File: config.mk
export PLATFORM = sky130hd
export DESIGN_NAME = heartbeat_kicker
export DESIGN_NICKNAME = d
export VERILOG_FILES = /design/src/rtl/heartbeat_kicker.sv
export SDC_FILE = /design/constraint.sdc
export NUM_CORES = 1
export LEC_CHECK = 0
export CAP_MARGIN = 20
export CORE_AREA = 3 3 52 54
export CTS_CLUSTER_DIAMETER = 100
export DETAILED_ROUTE_END_ITERATION = 8
export DIE_AREA = 0 0 55 57
export PLACE_DENSITY = 0.69
export SLEW_MARGIN = 40
export SYNTH_ARGS = -nofsm -noshare
export SYNTH_HDL_FRONTEND = slang
export SYNTH_SLANG_ARGS = --single-unit
File: constraint.sdc
create_clock -name i_clk -period 1.55 [get_ports i_clk]
set_clock_uncertainty 0.1 [all_clocks]
set_input_delay 0.155 -clock i_clk [delete_from_list [all_inputs] [get_ports i_clk]]
set_output_delay 0.155 -clock i_clk [all_outputs]
set_load 0.03 [all_outputs]
File: src/rtl/heartbeat_kicker.sv
// Heartbeat collector that kicks the watchdog only when every monitored task checked in per window.
// Optional HB_KICKER_EARLY_KICK_EN: issue one kick on entry to RUN so the watchdog is serviced at start-up.
module heartbeat_kicker #(
    parameter int NUM_TASKS   = 4,
    parameter int KICK_PERIOD = 16,
    parameter int KICK_WIDTH  = 2,
    parameter int MISS_LIMIT  = 3
) (
    input  logic                              i_clk,
    input  logic                              i_rst_n,
    input  logic                              i_enable,
    input  logic [NUM_TASKS-1:0]              i_task_alive,
    output logic                              o_kick,
    output logic                              o_starved,
    output logic [NUM_TASKS-1:0]              o_missed_task,
    output logic [$clog2(MISS_LIMIT+1)-1:0]   o_miss_count
);

    localparam int CW = (KICK_PERIOD > 1) ? $clog2(KICK_PERIOD) : 1;
    localparam int KW = $clog2(KICK_WIDTH + 1);
    localparam int MW = $clog2(MISS_LIMIT + 1);

`ifdef HB_KICKER_EARLY_KICK_EN
    localparam bit EARLY_KICK = 1'b1;
`else
    localparam bit EARLY_KICK = 1'b0;
`endif

    typedef enum logic [1:0] {
        S_IDLE,
        S_RUN,
        S_STARVE
    } state_t;

    state_t                 r_state;
    logic [CW-1:0]          r_win_cnt;
    logic [NUM_TASKS-1:0]   r_alive_mask;
    logic [KW-1:0]          r_kick_left;
    logic                   r_kick;
    logic                   r_starved;
    logic                   r_early;
    logic [NUM_TASKS-1:0]   r_missed_task;
    logic [MW-1:0]          r_miss_count;

    logic [NUM_TASKS-1:0]   w_seen;
    logic                   w_close;
    logic                   w_pass;
    logic [MW-1:0]          w_miss_nxt;

    // A pulse on the closing cycle still counts for the window being closed.
    assign w_seen     = r_alive_mask | i_task_alive;
    assign w_close    = (r_win_cnt == CW'(KICK_PERIOD - 1));
    assign w_pass     = &w_seen;
    assign w_miss_nxt = r_miss_count + MW'(1);

    always_ff @(posedge i_clk or negedge i_rst_n) begin
        if (!i_rst_n) begin
            r_state       <= S_IDLE;
            r_win_cnt     <= '0;
            r_alive_mask  <= '0;
            r_kick_left   <= '0;
            r_kick        <= 1'b0;
            r_starved     <= 1'b0;
            r_early       <= 1'b0;
            r_missed_task <= '0;
            r_miss_count  <= '0;
        end else if (!i_enable) begin
            r_state       <= S_IDLE;
            r_win_cnt     <= '0;
            r_alive_mask  <= '0;
            r_kick_left   <= '0;
            r_kick        <= 1'b0;
            r_starved     <= 1'b0;
            r_early       <= 1'b0;
            r_missed_task <= '0;
            r_miss_count  <= '0;
        end else begin
            case (r_state)
                S_IDLE: begin
                    r_state      <= S_RUN;
                    r_win_cnt    <= '0;
                    r_alive_mask <= '0;
                    r_early      <= EARLY_KICK;
                end
                S_RUN: begin
                    if (r_kick_left != '0) begin
                        r_kick_left <= r_kick_left - KW'(1);
                    end else begin
                        r_kick <= 1'b0;
                    end
                    if (r_early) begin
                        r_early     <= 1'b0;
                        r_kick      <= 1'b1;
                        r_kick_left <= KW'(KICK_WIDTH - 1);
                    end
                    if (w_close) begin
                        r_win_cnt    <= '0;
                        r_alive_mask <= '0;
                        if (w_pass) begin
                            r_kick       <= 1'b1;
                            r_kick_left  <= KW'(KICK_WIDTH - 1);
                            r_miss_count <= '0;
                        end else begin
                            r_missed_task <= ~w_seen;
                            r_miss_count  <= w_miss_nxt;
                            if (w_miss_nxt == MW'(MISS_LIMIT)) begin
                                r_state     <= S_STARVE;
                                r_starved   <= 1'b1;
                                r_kick      <= 1'b0;
                                r_kick_left <= '0;
                            end
                        end
                    end else begin
                        r_win_cnt    <= r_win_cnt + CW'(1);
                        r_alive_mask <= w_seen;
                    end
                end
                S_STARVE: begin
                    // Terminal until enable drops or reset; heartbeats no longer matter.
                    r_kick      <= 1'b0;
                    r_kick_left <= '0;
                    r_starved   <= 1'b1;
                    r_early     <= 1'b0;
                end
                default: begin
                    r_state <= S_IDLE;
                end
            endcase
        end
    end

    assign o_kick        = r_kick;
    assign o_starved     = r_starved;
    assign o_missed_task = r_missed_task;
    assign o_miss_count  = r_miss_count;

endmodule

After elaboration in Yosys (flattened, before gate mapping)
Cells that the tools add are included.
{ "classes": {"reduce_logical": 8, "addsub": 3, "n_mux": 40, "bitwise_logic": 2, "n_eq_ne": 14} }
{ "ops": {"columns": ["operator", "n"], "rows": [
  ["two-way mux 4 bit", 8],
  ["two-way mux 2 bit", 14],
  ["one-hot mux 4 bit (2 select lines)", 2],
  ["two-way mux 1 bit", 12],
  ["AND reduction 4 bit", 3],
  ["!= test 3 bit, second input constant", 3],
  ["!= test 2 bit, second input constant", 3],
  ["!= test 3 x 1 -> 1 bit, second input constant", 2],
  ["one-hot mux 2 bit (3 select lines)", 1],
  ["adder 4 x 1 -> 4 bit, second input constant", 1],
  ["== test 2 bit, second input constant", 2],
  ["== test 4 bit, second input constant", 1],
  ["!= test 2 x 1 -> 1 bit, second input constant", 2],
  ["inverter 4 bit", 1],
  ["bitwise OR 4 bit", 1],
  ["one-hot mux 1 bit (2 select lines)", 2],
  ["one-hot mux 2 bit (2 select lines)", 1],
  ["AND reduction 3 bit", 1],
  ["OR reduction 3 bit", 1],
  ["adder 2 x 1 -> 2 bit, second input constant", 1],
  ["== test 2 x 1 -> 1 bit, second input constant", 1],
  ["logical NOT 2 bit", 1],
  ["AND reduction 2 bit", 1],
  ["nonzero test 2 bit", 1],
  ["subtractor 2 x 1 -> 2 bit, second input constant", 1]
]} }
{ "totals": {"word_cells": 76, "regBits": 21, "out_inout_bits": 8, "input_bits": 7} }

Longest topological paths before layout
{ "depth": {"word_depth": 8, "depth_mapped": 5, "ltp_nobuf": 5} }

Worst setup path after synthesis
Ideal clock, no wire load.
{ "synth_path": {"kind": "flip-flop to flip-flop", "start": "register r_win_cnt[0]", "end": "register r_kick_left[0]", "path_stages_with_launch": 6, "arrival_ps": 1349, "path_buffers": 1, "setup_slack_ps": 34, "setup_time_ps": 67, "synth_period_minus_slack_ps": 1516, "cell_sequence": "dfrtp_1 ha_1 and3_1 buf_6 a2111oi_2 a311o_1"} }
{ "synth_via": {"elab_chain_cells": 4} }
{ "synth_lines": {"columns": ["element", "line_no", "rtl"], "rows": [
  ["start: declaration", "36", "logic [CW-1:0] r_win_cnt;"],
  ["start signal: assignment", "114", "r_win_cnt <= r_win_cnt + CW'(1);"],
  ["== test 4 bit", "52", "assign w_close = (r_win_cnt == CW'(KICK_PERIOD - 1));"],
  ["two-way mux 2 bit", "96", "if (w_close) begin"],
  ["one-hot mux 2 bit (2 select lines)", "78", "case (r_state)"],
  ["two-way mux 2 bit", "67", "end else if (!i_enable) begin"],
  ["end signal: assignment", "87", "r_kick_left <= r_kick_left - KW'(1);"],
  ["end signal: assignment", "94", "r_kick_left <= KW'(KICK_WIDTH - 1);"],
  ["end signal: assignment", "101", "r_kick_left <= KW'(KICK_WIDTH - 1);"],
  ["end: declaration", "38", "logic [KW-1:0] r_kick_left;"]
]} }
Every way passes these cells.
A chain may end at the register's enable or synchronous reset.

Final worst setup path
{ "layout_path": {"start": "register r_win_cnt[0]", "end": "register r_kick (netlist: o_kick)"} }
{ "layout_via": {"elab_chain_cells": 4} }
{ "layout_lines": {"columns": ["element", "line_no", "rtl"], "rows": [
  ["== test 4 bit", "52", null],
  ["two-way mux 1 bit", "96", null],
  ["one-hot mux 1 bit (2 select lines)", "78", null],
  ["two-way mux 1 bit", "67", null],
  ["end signal: assignment", "72", "r_kick <= 1'b0;"],
  ["end signal: assignment", "93", "r_kick <= 1'b1;"],
  ["end signal: assignment", "100", "r_kick <= 1'b1;"],
  ["end: declaration", "39", "logic r_kick;"]
]} }
Every way passes these cells.

==> impl_metrics.py <==
metrics = {
    "run_status": {
        "status": "complete, no violations",
    },
    "logic_synthesis": {
        "yosys.cell_types.count": 34,
        "synth_seq_cells": 20,
        "synth_edf_count": 0,
        "ys_warn_count": 0,
        "async_reset_ff_share_pct": 100,
        "syn-num-nets": 112,
        "synth_ff_type": "dfrtp_1",
        "yosysSeqAreaShare_pct": 48.4,
        "syn_area_mm2": 0.00103,
        "syn_avg_cell_area_um2": 10.1,
        "synthCells": 102,
    },
    "power_and_ir_drop": {
        "vdd_ir_drop_max_v": 0.000550,
        "netSwitchingPower_w": 0.000225,
        "finalPower_w": 0.000951,
        "p_int_w": 0.000726,
        "pwr-share-seq_pct": 56.7,
        "swShare_pct": 23.6,
        "combPwrFrac_pct": 11.5,
        "p_per_area_mw_per_mm2": 706,
        "power_frac_clock_pct": 31.8,
        "p_leak_nw": 0.646,
    },
    "clock_network": {
        "root_buffer": "clkbuf_4",
        "hold_buffers": 0,
        "path_clk_slew_ns": 0.11,
        "worstSkewPairLatency_ns": 0.30,
        "cts_tree": "yes",
        "clockBufferDepth": 2,
        "clkSinkCount": 20,
        "h-tree-depth": 1,
        "numCtsBuffers": 3,
    },
    "sta": {
        "holdWs_ns": 0.0835,
        "finalSetupViolations": 0,
        "fin_crit_ns": 1.49,
        "relSlewSlack_pct": 75.1,
        "hold_viol": 0,
        "rsz0062_at_grt": "no",
        "setup_tns_ns": 0,
        "setup_slack_ns": 0.0624,
        "fin_crit_sh_pct": 96.0,
        "tightest_slew_ns": 0.373,
        "fmax_mhz": 672,
        "drv_slew": 0,
    },
    "drt": {
        "vias": 896,
        "ant_nets": 0,
        "drt_iter0_drc": 16,
        "drc_errors": 0,
        "drt_pass1_iterations": 4,
        "wire_per_inst_um": 15.0,
        "via_per_inst": 5.67,
        "wl_mm": 2.37,
    },
    "die": {
        "start_util_pct": 45.9,
        "core_region_area_mm2": 0.00225,
        "io_pins": 15,
        "die_h_um": 57,
        "rows": 17,
        "die_w_um": 55,
        "die_area_mm2": 0.00314,
    },
    "critical_path": {
        "crit_buf_inv": 0,
        "arrival_ns": 1.58,
        "crit_chain": "ha_2 -> and3_4 -> a211oi_1 -> a311o_1",
        "slowest_stage": "dfrtp_1",
        "required_ns": 1.64,
        "critPathTopFamily": "compound AO/OA/AOI/OAI gates",
        "cp-start-kind": "flop",
        "crit_fanout": 6,
        "path_class": "flop to flop",
        "cp-end-kind": "flop",
        "cpPeakStageDelay_ns": 0.38,
        "r2r-start": "r_win_cnt[0]",
        "cp-startpoint": "r_win_cnt[0]",
    },
    "finish": {
        "final_cell_mix": "dfrtp_1, buf_4, nand2_1",
        "area_delta_synth_final_pct": 30.2,
        "layout_commonest_cell": "dfrtp_1",
        "final_nets": 141,
        "drive_gt1_share_pct": 20.8,
        "fin_util_pct": 59.8,
        "diodes": 0,
    },
    "global_route": {
        "grt_pass1_vias": 904,
        "grt.overflow.total": 0,
        "grt_max_degree": 21,
        "grt.total_usage_pct": 17.5,
        "antenna_found_initial": 0,
        "grt_pass1_wl_mm": 4.07,
    },
    "place": {
        "pre_cts_ws_ns": -0.141,
        "hpwl_mm": 1.78,
        "port_buffers": 14,
        "gp_congestion": 0.846,
    },
    "hold_path": {
        "min-delay-path-class": "input pin to asynchronous set/reset pin",
    },
    "run": {
        "maxCapViolCount": 0,
    },
}
==> worst paths after layout <==
check	endpoint	slack, ns	cells after the start
max	o_kick	0.06	4
min	r_alive_mask[0]	0.08	2
max reg2reg	o_kick	0.06	4
min reg2reg	o_starved	0.44	2
max in group asynchronous	r_alive_mask[3]	1.06	2
min in group i_clk	o_starved	0.44	2
==> metal layers <==
metal  part of all wire [%]  GRT usage [%]
met4                    2.0           8.33
met5                      0              0
met1                     47           24.1
met3                    2.9           2.61
met2                     48           26.4
==> stage by stage <==
step | cells | instance area (um^2)
floorplan | 102 | 1030
global placement | 153 | 1290
detailed placement | 153 | 1290
CTS | 157 | 1320
global route | 158 | 1350
finish | 158 | 1350
==> kinds of logic after synthesis <==
kind of cell	share of synthesized area, %
AND/OR/NAND/NOR	16.9
AO/OA/AOI/OAI	20.2
flip-flops	48.4
buffers and inverters	5.20
multiplexers	4.84
adder cells (fa/ha/maj)	3.63
XOR/XNOR	0.847
==> repair_timing <==
item,CTS,global route
endpoints found under the setup margin,13,6
gates cloned,0,0
buffers inserted,0,1
gates resized for setup,10,4
==> power groups by stage <==
stage	Combinational (W)	Clock, W	Sequential, W
finish	0.000109	0.000302	0.000540
global route	0.000121	0.000334	0.000541
CTS	0.000106	0.000308	0.000538
detailed placement	0.000105	0	0.000548
global placement	0.000103	0	0.000548
floorplan	0.0000473	0	0.000545
==> area by class of cell <==
type / count / area, um^2
fillers: 206 / 907
multi-input cells: 71 / 507
flip-flops and latches: 20 / 500
repair buffers: 30 / 250
clock buffers: 4 / 36.3
well taps: 28 / 35.0
inverters: 5 / 18.8
==> sequential cells by signal, summed over array words and instances, names as in the netlist <==
register       count
r_win_cnt          4
o_starved          1
r_state            2
o_miss_count       2
r_kick_left        2
r_alive_mask       4
o_kick             1
o_missed_task      4
==> cell usage after synthesis, types with 3 or more instances <==
cell type	n	area [um^2]
dfrtp_1	20	500
nand2_1	10	37.5
a21oi_1	8	40.0
inv_1	5	18.8
mux2i_1	5	50.1
or3_1	5	31.3
buf_2	4	20.0
nor3_1	4	20.0
o22ai_1	4	25.0
ha_1	3	37.5
nand3_1	3	15.0
nor2_1	3	11.3
o21ai_0	3	15.0
(Power assumes the default switching activity.)
